File: config.mk
export PLATFORM = sky130hd
export DESIGN_NAME = demux_scan_ctrl
export DESIGN_NICKNAME = d
export VERILOG_FILES = /design/src/rtl/demux_scan_ctrl.sv
export SDC_FILE = /design/constraint.sdc
export NUM_CORES = 1
export LEC_CHECK = 0
export CAP_MARGIN = 20
export CORE_ASPECT_RATIO = 0.8
export CORE_MARGIN = 1
export CORE_UTILIZATION = 30
export DETAILED_ROUTE_END_ITERATION = 8
export GPL_TIMING_DRIVEN = 0
export PLACE_DENSITY_LB_ADDON = 0.2
export SLEW_MARGIN = 25
export SYNTH_ARGS = -nofsm -noshare
export SYNTH_HDL_FRONTEND = slang
export SYNTH_SLANG_ARGS = --single-unit
File: constraint.sdc
create_clock -name clk -period 4.4 [get_ports clk]
set_input_delay 0.88 -clock clk [delete_from_list [all_inputs] [get_ports clk]]
set_output_delay 0.88 -clock clk [all_outputs]
set_load 0.02 [all_outputs]
File: src/rtl/demux_scan_ctrl.sv
// -----------------------------------------------------------------------------
// demux_scan_ctrl
//   Upstream driver for a 1-to-4 demux stage. A 4-bit word is accepted over a
//   valid/ready handshake and then serialized onto the demux controls: the
//   select index {s1,s0} steps 0..3, i carries word[index], and e stays high
//   for the whole transfer. Each select value is held HOLD_CYCLES clocks.
//   A one-cycle done pulse follows the last select slot.
//
//   Optional feature: define DEMUX_SCAN_CTRL_ABORT_EN to add the abort input,
//   which cancels a transfer in progress (no done pulse).
//
// Parameters:
//   HOLD_CYCLES  clocks each select value is held (1..255)
//
// Ports:
//   clk       rising-edge clock
//   rst       synchronous reset, active-high
//   in_data   word to distribute; bit n goes to demux output dn
//   in_valid  in_data valid
//   abort     (optional) cancel the current transfer
//   in_ready  block can accept a word
//   s0, s1    demux select LSB / MSB
//   i         demux data input
//   e         demux enable
//   busy      transfer in progress
//   done      one-cycle pulse when a transfer completes
//
//   All outputs are registered, so select, data and enable only move on
//   clock edges.
// -----------------------------------------------------------------------------
module demux_scan_ctrl #(
  parameter int HOLD_CYCLES = 1
) (
  input  logic       clk,
  input  logic       rst,
  input  logic [3:0] in_data,
  input  logic       in_valid,
`ifdef DEMUX_SCAN_CTRL_ABORT_EN
  input  logic       abort,
`endif
  output logic       in_ready,
  output logic       s0,
  output logic       s1,
  output logic       i,
  output logic       e,
  output logic       busy,
  output logic       done
);

  localparam logic [7:0] HOLD_LAST = 8'(HOLD_CYCLES - 1);

  typedef enum logic {IDLE, SHIFT} state_t;

  state_t     state_reg, state_next;
  logic [3:0] word_reg, word_next;
  logic [1:0] index_reg, index_next;
  logic [7:0] hold_reg, hold_next;
  logic [1:0] sel_reg, sel_next;
  logic       i_reg, i_next;
  logic       e_reg, e_next;
  logic       busy_reg, busy_next;
  logic       done_reg, done_next;
  logic       ready_reg, ready_next;

  logic       abort_hit;
  logic [1:0] index_inc;

`ifdef DEMUX_SCAN_CTRL_ABORT_EN
  assign abort_hit = abort;
`else
  assign abort_hit = 1'b0;
`endif

  assign index_inc = index_reg + 2'd1;

  always_comb begin
    state_next = state_reg;
    word_next  = word_reg;
    index_next = index_reg;
    hold_next  = hold_reg;
    sel_next   = sel_reg;
    i_next     = i_reg;
    e_next     = e_reg;
    busy_next  = busy_reg;
    ready_next = ready_reg;
    done_next  = 1'b0;

    case (state_reg)
      IDLE: begin
        if (in_valid && ready_reg) begin
          // Output registers load the index-0 values now so that slot 0
          // is visible in the very next cycle.
          state_next = SHIFT;
          word_next  = in_data;
          index_next = 2'd0;
          hold_next  = 8'd0;
          sel_next   = 2'd0;
          i_next     = in_data[0];
          e_next     = 1'b1;
          busy_next  = 1'b1;
          ready_next = 1'b0;
        end
      end

      SHIFT: begin
        if (abort_hit || (hold_reg == HOLD_LAST && index_reg == 2'd3)) begin
          state_next = IDLE;
          index_next = 2'd0;
          hold_next  = 8'd0;
          sel_next   = 2'd0;
          i_next     = 1'b0;
          e_next     = 1'b0;
          busy_next  = 1'b0;
          ready_next = 1'b1;
          done_next  = !abort_hit;
        end else if (hold_reg == HOLD_LAST) begin
          hold_next  = 8'd0;
          index_next = index_inc;
          sel_next   = index_inc;
          i_next     = word_reg[index_inc];
        end else begin
          hold_next  = hold_reg + 8'd1;
        end
      end

      default: state_next = IDLE;
    endcase
  end

  always_ff @(posedge clk) begin
    if (rst) begin
      state_reg <= IDLE;
      word_reg  <= 4'd0;
      index_reg <= 2'd0;
      hold_reg  <= 8'd0;
      sel_reg   <= 2'd0;
      i_reg     <= 1'b0;
      e_reg     <= 1'b0;
      busy_reg  <= 1'b0;
      done_reg  <= 1'b0;
      ready_reg <= 1'b1;
    end else begin
      state_reg <= state_next;
      word_reg  <= word_next;
      index_reg <= index_next;
      hold_reg  <= hold_next;
      sel_reg   <= sel_next;
      i_reg     <= i_next;
      e_reg     <= e_next;
      busy_reg  <= busy_next;
      done_reg  <= done_next;
      ready_reg <= ready_next;
    end
  end

  assign in_ready = ready_reg;
  assign s0       = sel_reg[0];
  assign s1       = sel_reg[1];
  assign i        = i_reg;
  assign e        = e_reg;
  assign busy     = busy_reg;
  assign done     = done_reg;

endmodule

Word level (Yosys, flattened, before mapping)
Index checks and enable logic that the tools add are counted.
- register bits: 19
- input bits: 7
- output and inout port bits: 7
- word-level logic and storage cells: 47
- add/subtract/negate cells: 2
- order comparisons: 1
- equal/unequal tests: 4
- multiplexer cells: 24
- bitwise logic cells: 1
- reductions and logical operators: 7
- operator list (kind ; number):
    $mux W8 ; 3
    $pmux W8 S2 ; 1
    $mux W1 ; 11
    $add A8 B1 Y8 const B ; 1
    $logic_not A8 Y1 ; 1
    $pmux W1 S2 ; 4
    $mux W2 ; 3
    $reduce_and A2 Y1 ; 3
    $pmux W2 S2 ; 1
    $lt A2 B3 Y1 const B ; 1
    $ne A3 B1 Y1 const B ; 1
    $add A2 B1 Y2 const B ; 1
    $bmux W1 S2 ; 1
    $eq A2 B2 Y1 const B ; 1
    $logic_and A1 B1 Y1 ; 2
    $ne A2 B1 Y1 const B ; 1
    $ne A2 B2 Y1 const B ; 1
    $reduce_or A2 Y1 ; 1
    $not A1 Y1 ; 1

Logic depth before layout (Yosys ltp)
Gate-level depths: netlist of the first run.
- word-level depth: 6
- depth in mapped cells: 6
- gate-level depth less buffers: 6

Worst setup path before layout of the first run
No wires, ideal clock.
- path type: in2reg
- from: input port in_valid
- to: register i_reg, in the netlist i
- setup time: 0.132 ns
- arrival: 1.475 ns
- data required time: 4.268 ns
- setup slack: 2.792 ns
- stages: 4
- path buffers: 0
- path through: nand2_1 > nor2_1 > a221oi_1 > a21oi_1
- cells in the longest elaborated chain, start to end: 3
- RTL lines (element ; RTL line ; RTL):
    start: declaration ; 37 ; input logic in_valid,
    $logic_and A1 B1 Y1 ; 90 ; if (in_valid && ready_reg) begin
    $ne A2 B2 Y1 (no source line) ; -- ;
    $reduce_and A2 Y1 (no source line) ; -- ;
    end signal: assignment ; 148 ; i_reg <= i_next;
    end: declaration ; 59 ; logic i_reg, i_next;
No other way between the ends.
A chain may end at the register's enable or synchronous reset.

Worst setup path in the final report of the first run
- from: register sel_reg[0]
- to: output port s0
- RTL lines (element ; RTL line ; RTL):
    start: declaration ; 58 ; logic [1:0] sel_reg, sel_next;
    start signal: assignment ; 147 ; sel_reg <= sel_next;
    end: declaration ; 42 ; output logic s0,
No word-level cell between the ends.

==> metrics.md, run 1 <==
| Metric | Value |
|---|---|
| Fill cells | ~280 |
| Drt total wl | 2060 µm |
| WS Path Type | reg2out |
| Reg2reg setup slack | 2.68 ns |
| Worst path cell trace | clkdlybuf4s50_1 |
| # Max-Cap Violations | 0 |
| Most Crowded Layer GR | met2 |
| Met2 Resource Use GR | between 20 and 25% |
| Achievable Freq | approximately 450 MHz |
| P&R area growth vs syn | 23.3% |
| Fin Hold WS | about 0.48 ns |
| DR iter-0 viols | 41 |
| Power, Total | between 0.3 and 0.4 mW |
| Buffers & Inverters on Critical Path | 1 |
| Pin slew with the least headroom to its limit | ~0.65 ns |
| Tcrit/Tclk final | between 50% and 60% |
| Antenna Cells | 0 |
| Starting Density | 32.3% |
| Io pins | 14 |
| Die height | 51.4 µm |
| Syn Std Cell Area | 913 µm² |
| Final Util | between 30% and 40% |
| Vias in the first global route | roughly 720 |
| First-pass GRT wire length | approximately 3300 µm |
| Required @ worst endpoint | about 3.5 ns |
| Vias per inst | roughly 5 |
| Syn_nets | roughly 110 |
| # rows | 17 |
| Hold/Removal Path Class | reg2reg |
| Fraction of layout cells with a size suffix above 1 | about a tenth |
| Register area share after synthesis | 41.6% |
| Synth Register Bits | 19 |
| Mapped Cells | a little over 100 |
| Pre-CTS setup slack | roughly 2.1 ns |
| Cts hold-fix bufs | 0 |
| Number of gates resized after cts | 0 |
| Nets@finish | about 130 |
| Yosys warns | 0 |
| Max FFs per register | 8 |
| Antenna Violating Nets Remaining | 0 |
| Final Max Slew Viols | 0 |
| Number of detailed-routing iterations run before antenna repair | 4 |
| Met1 usage | around 18% |
| DR DRC count | 0 |
| Largest stage delay, worst path | 0.65 ns |
| H-tree Lvls | 1 |
| Pwr dens | ~320 nW/µm² |
| Total Die Area | approximately 3300 µm² |
| RePlAce Congestion | 0.761 |
| Synth Area per Inst | roughly 9.0 µm² |
| Initial antenna violation count | 0 |
| Worst setup SP type | flip-flop |
| Postcts setup bufs | 0 |
| Family with the most delay on the worst path | buffers and inverters |
| Final setup viols | 0 |
| TritonCTS Buffers | 3 |
| Clk_skew | roughly 0.0027 ns |
| Routed via count | roughly 800 |
| Root buffer cell | clkbuf_8 |
| Status | complete, no violations |
| Slew margin rel. | between 50% and 60% |
| Nature of the critical path endpoint | output port |
| Crit-path max FO | 5 |
| Setup_tns | 0 ns |
| Pin count of the biggest net entering global routing | 11 |
| # port buffers | 12 |
| PnR worst setup slack | approximately 2.2 ns |
| Later-pin clock latency in the skew report | about 0.25 ns |
| Netlist cell types | 30 |
| DR WL/cell | between 10 and 15 µm |
| Hold Vio Cnt, Final | 0 |
| Worst IR Drop VDD | 0.174 mV |
| Core area | approximately 2800 µm² |
| GR Layer Usage met3 | roughly 4.5% |
| Detail Placement HPWL | between 1000 and 1500 µm |
| Horiz. Die Dim | 63.7 µm |
| CP max-delay cell | clkdlybuf4s50_1 |
| Static Leak | ~0.40 nW |
| Gr usage total | 13.5% |
| TritonCTS clock tree | done |
| Deepest clock path buffer count | 2 |
| CP arrival | 1.34 ns |
| Unrepaired setup endpoints after global routing | false |
| Sinks on Clock Net | 19 |
| Post-layout minimum cycle time | approximately 2.2 ns |
| Clock-pin slew on the worst setup and hold paths | around 0.070 ns |
| Final global-route overflow total | 0 |
## synth_stat cells (all sizes together)
master   n  share of area, %
mux4     1               2.5
nor4b    1               2.6
ha       3               4.1
nand2   13               5.3
a31oi    2               1.4
nand4    1              0.69
and4b    1               1.1
clkbuf   3               2.3
a21oi   11               7.3
nand2b   3               2.1
or3b     1              0.96
mux2i    1               1.1
a22oi    1              0.82
a41oi    1              0.96
inv      3               1.2
a311oi   3               2.9
buf      2               1.6
a221oi   1              0.96
nand3b   3               2.5
nor2     9               3.7
dfxtp   19                42
o21ai    8               4.4
nand3    4               2.2
and3     2               1.4
a211oi   2               2.2
nor3     3               2.2
## cell type report
cell class                      instances  area [µm²]  share of cell area (%)
Timing Repair Buffer                   12         120                    10.7
Inverter                                3        11.3                    1.00
Clock buffer                            4        45.0                    4.00
Tap cell                               38        47.5                    4.22
Multi-Input combinational cell         75         485                    43.1
Buffer                                  5        36.3                    3.22
Sequential cell                        19         380                    33.8
## metrics by stage
step | std cells | instance area (µm²)
floorplan | 102 | 913
global placement | 152 | 1080
detailed placement | 152 | 1080
CTS | 156 | 1130
global route | 156 | 1130
finish | 156 | 1130
## where the power goes
part           leakage [nW]  internal, mW  switching (mW)
combinational         0.219        0.0251          0.0307
clock                0.0228        0.0643          0.0561
sequential            0.155         0.179         0.00516
## routing by layer
metal	share of wire [%]	vias to the layer above
li1	-	405
met1	52	367
met2	43	13
met3	3.5	4
met4	1.9	0
met5	0	-
## kinds of logic after synthesis
family | Yosys count | share of synthesized area [%]
and+or+nand+nor | 41 | 24.7
AOI/OAI and AO/OA | 29 | 20.8
DFF | 19 | 41.6
buffers and inverters | 8 | 5.20
adders and majority gates | 3 | 4.11
muxes | 2 | 3.56
## layout by cell type, fill, tap and decap left out, drive strengths merged
cell           count
dfxtp             19
ha                 3
a41oi              1
a221oi             1
nand2             13
nand3              4
nand3b             3
clkbuf             7
a211oi             2
nor4b              1
mux2i              1
buf                2
or3b               1
a22oi              1
nand4              1
a31oi              2
a311oi             3
and4b              1
inv                3
clkdlybuf4s50     12
and3               2
nor2               9
a21oi             11
nor3               3
o21ai              8
nand2b             3
mux4               1
## worst paths after layout
kind	startpoint	end	cells after the start
setup / recovery	sel_reg[0]	s0	1
hold / removal	word_reg[3]	word_reg[3]	2
setup reg to reg	hold_reg[0]	hold_reg[6]	6
hold reg to reg	word_reg[3]	word_reg[3]	2
## worst reg2reg max path, delay by kind of cell (launching register included)
kind	cells	cell delay (ns)
AND/OR/NAND/NOR	2	0.54
flip-flops	1	0.40
AO/OA/AOI/OAI	2	0.38
adder cells (fa/ha/maj)	1	0.23
buffers and inverters	1	0.09
Note: power is estimated with default switching activity, not from simulation.
==> run 2: changes to the inputs <==
==> constraint.sdc (replaced) <==
create_clock -name clk -period 1.98 [get_ports clk]
set_input_delay 0.396 -clock clk [delete_from_list [all_inputs] [get_ports clk]]
set_output_delay 0.396 -clock clk [all_outputs]
set_load 0.02 [all_outputs]
==> results of run 2 <==
Same layout as run 1 (identical final DEF). Status: complete, no violations.
Main changes from that run: setup slack after placement 2.11 ns -> 0.170 ns; setup slack after layout 2.18 ns -> 0.246 ns; hold slack 0.485 ns -> 0.368 ns; register-to-register setup slack 2.68 ns -> 0.26 ns; end point of the worst hold path word_reg[3] -> sel_reg[0]; total power 0.360 mW -> 0.801 mW; worst IR drop on VDD 0.174 mV -> 0.387 mV
==> run 3: changes to the inputs <==
--- a/config.mk
+++ b/config.mk
@@ -9,6 +9,7 @@
 export CORE_ASPECT_RATIO = 0.8
 export CORE_MARGIN = 1
 export CORE_UTILIZATION = 30
+export CTS_BUF_LIST = sky130_fd_sc_hd__clkbuf_2 sky130_fd_sc_hd__clkbuf_4 sky130_fd_sc_hd__clkbuf_8
 export DETAILED_ROUTE_END_ITERATION = 8
 export GPL_TIMING_DRIVEN = 0
 export PLACE_DENSITY_LB_ADDON = 0.2
==> constraint.sdc (replaced) <==
create_clock -name clk -period 1.6 [get_ports clk]
set_input_delay 0.32 -clock clk [delete_from_list [all_inputs] [get_ports clk]]
set_output_delay 0.32 -clock clk [all_outputs]
set_load 0.02 [all_outputs]
==> run 3 against run 2 <==
Clock skew shrank 0.00060 ns. Combinational power grew 24%. Non-clock buffer count rose by 7. Sequential cell count stayed put. Setup slack lost 0.22 ns. Die area stayed put. Critical path type unchanged.
==> metrics.md, run 3 (same netlist as run 1, synthesis figures left out) <==
| Metric | Value |
|---|---|
| Status | complete, no violations |
| Die height | 51.4 µm (unchanged) |
| RePlAce Congestion | 0.761 (unchanged) |
| Largest stage delay, worst path | 0.62 ns (-0.03 ns) |
| Antenna Violating Nets Remaining | 0 (unchanged) |
| Commonest non-fill, non-tap cell in the layout | dfxtp_1 |
| Routed via count | 802 (+1.6%) |
| Nets@finish | 136 (+5.4%) |
| Initial antenna violation count | 0 (unchanged) |
| Io pins | 14 (unchanged) |
| Deepest clock path buffer count | 2 (unchanged) |
| First-pass GRT wire length | 3420 µm (+2.3%) |
| Crit-path max FO | 3 (-2) |
| DR iter-0 viols | 32 (-22%) |
| Core area | 2830 µm² (unchanged) |
| Pin count of the biggest net entering global routing | 11 (unchanged) |
| TritonCTS clock tree | done |
| Family with the most delay on the worst path | buffers and inverters |
| # Max-Cap Violations | 0 (unchanged) |
| Number of detailed-routing iterations run before antenna repair | 4 (unchanged) |
| Hold Vio Cnt, Final | 0 (unchanged) |
| Cell Int Power | roughly 0.75 mW |
| Clock-pin slew on the worst setup and hold paths | 0.07 ns (about the same) |
| Sw Pwr | 0.258 mW |
| Static Leak | 0.454 nW (+15%) |
| Horiz. Die Dim | 63.7 µm (unchanged) |
| Fill cells | 274 (-1.8%) |
| Hold/Removal Path Class | in2reg |
| CP arrival | 1.25 ns (-0.09 ns) |
| Tcrit/Tclk final | roughly 100% |
| Antenna Cells | 0 (unchanged) |
| Fraction of layout cells with a size suffix above 1 | 21.6% (+12 points) |
| P&R area growth vs syn | 34.1% |
| WS Path Type | reg2out |
| TritonCTS Buffers | 3 (unchanged) |
| Detail Placement HPWL | 1480 µm (unchanged) |
| Clock share of power | 34.7% (+1.3 points) |
| Final setup viols | 0 (unchanged) |
| Worst IR Drop VDD | ~0.35 mV |
| Switch share | between 20% and 30% |
| Vias per inst | 4.92 (-2.7%) |
| Clk_skew | 0.00207 ns (-0.000599 ns) |
| Later-pin clock latency in the skew report | 0.25 ns (about the same) |
| Pre-CTS setup slack | -0.134 ns |
| Buffers & Inverters on Critical Path | 1 (unchanged) |
| Nature of the critical path endpoint | output port |
| Achievable Freq | ~640 MHz |
| Final Max Slew Viols | 0 (unchanged) |
| Required @ worst endpoint | 1.28 ns |
| Post-layout minimum cycle time | ~1.6 ns |
| # rows | 17 (unchanged) |
| Sinks on Clock Net | 19 (unchanged) |
| Unrepaired setup endpoints after global routing | true |
| Commonest cells after routing, fill and taps aside | dfxtp_1, nand2_1, clkdlybuf4s50_1, a21oi_1, nor2_1 |
| Slew margin rel. | 53.6% (-3.3 points) |
| Final global-route overflow total | 0 (unchanged) |
| CP max-delay cell | clkdlybuf4s50_1 |
| Max FFs per register | 8 (unchanged) |
| H-tree Lvls | 1 (unchanged) |
| Gr usage total | 13.9% (+0.39 points) |
| Starting Density | 32.3% (unchanged) |
| Pin slew with the least headroom to its limit | 0.696 ns (+0.0488 ns) |
| Pwr dens | approximately 820 nW/µm² |
| Comb pwr share | 15.3% (-0.2 points) |
| # port buffers | 12 (unchanged) |
| Worst setup SP type | flip-flop |
| Total Die Area | 3270 µm² (unchanged) |
| Worst path cell trace | clkdlybuf4s50_1 |
| DR WL/cell | 13.2 µm (-0.15%) |
| Vias in the first global route | 752 (+4.2%) |
| PnR worst setup slack | about 0.027 ns |
| Root buffer cell | clkbuf_8 |
| Cts hold-fix bufs | 0 (unchanged) |
| DR DRC count | 0 (unchanged) |
| Final Util | 43.3% (+3.5 points) |
| Drt total wl | 2140 µm (+4.3%) |
| Part of the power in registers | 50.0% (-1.1 points) |
==> run 3: changes by cell type in the layout (fill, tap and decap cells not counted), sizes merged <==
cell / before / now
buf: 2 / 9
clkdlybuf4s50: 12 / 10
dlygate4sd2: 0 / 2
==> run 3: worst reg2reg max path: cells and delay by family, from the launching register on <==
family / cells / cell delay [ns]
and+or+nand+nor: 2 / 0.52
AOI/OAI and AO/OA: 2 / 0.41
adders and majority gates: 1 / 0.15
buffers and inverters: 1 / 0.04
DFF: 1 / 0.38
==> run 3: final cells by class <==
type	instances	area [µm²]	share of cell area, %
inverters	3	16.3	1.33
multi-input cells	75	510	41.7
plain buffers	5	36.3	2.96
flip-flops and latches	19	388	31.7
clock buffers	4	48.8	3.98
repair buffers	19	178	14.5
well taps	38	47.5	3.88
==> run 3: path summary, 6_finish.rpt <==
check / from / end / slack, ns / cells past startpoint
setup / recovery: i / i / 0.03 / 1
hold / removal: rst / hold_reg[6] / 0.29 / 2
setup reg to reg: hold_reg[0] / hold_reg[6] / 0.04 / 6
hold reg to reg: word_reg[3] / word_reg[3] / 0.49 / 2
==> run 3: per-layer routing <==
| layer | wire length [µm] | global-route usage, % | part of all wire, % |
|---|---|---|---|
| met4 | 16 | 6.44 | 0.75 |
| met2 | 1010 | 20.6 | 47 |
| met1 | 1020 | 18.0 | 47 |
| met3 | 106 | 4.91 | 4.9 |
| met5 | 0 | 0 | 0 |
==> run 3: power groups by stage <==
stage          sequential (mW)  combinational, mW  clock (mW)
2_1_floorplan            0.528             0.0812           0
3_3_place_gp             0.517              0.152           0
3_5_place_dp             0.518              0.153           0
4_1_cts                  0.506              0.150       0.362
5_1_grt                  0.506              0.169       0.380
6_report                 0.504              0.154       0.350
==> run 3: what timing repair did <==
| action | CTS | global route |
|---|---|---|
| cloned | 0 | 0 |
| pin swaps | 1 | 5 |
| resized for setup | 4 | 14 |
| setup endpoints to repair | 4 | 10 |
| setup buffers | 4 | 3 |
==> run 3: metrics by stage <==
| step | instances | power, mW | hold WS, ns | cell area (µm²) | setup TNS, ns |
|---|---|---|---|---|---|
| 3_5_place_dp | 152 | 0.671 | 0.474 | 1080 | -0.792 |
| 4_1_cts | 160 | 1.02 | 0.282 | 1160 | 0 |
| 6_report | 163 | 1.01 | 0.295 | 1220 | 0 |
| 3_3_place_gp | 152 | 0.669 | 0.465 | 1080 | -0.640 |
| 2_1_floorplan | 102 | 0.609 | 0.450 | 913 | 0 |
| 5_1_grt | 163 | 1.06 | 0.292 | 1220 | -0.0297 |
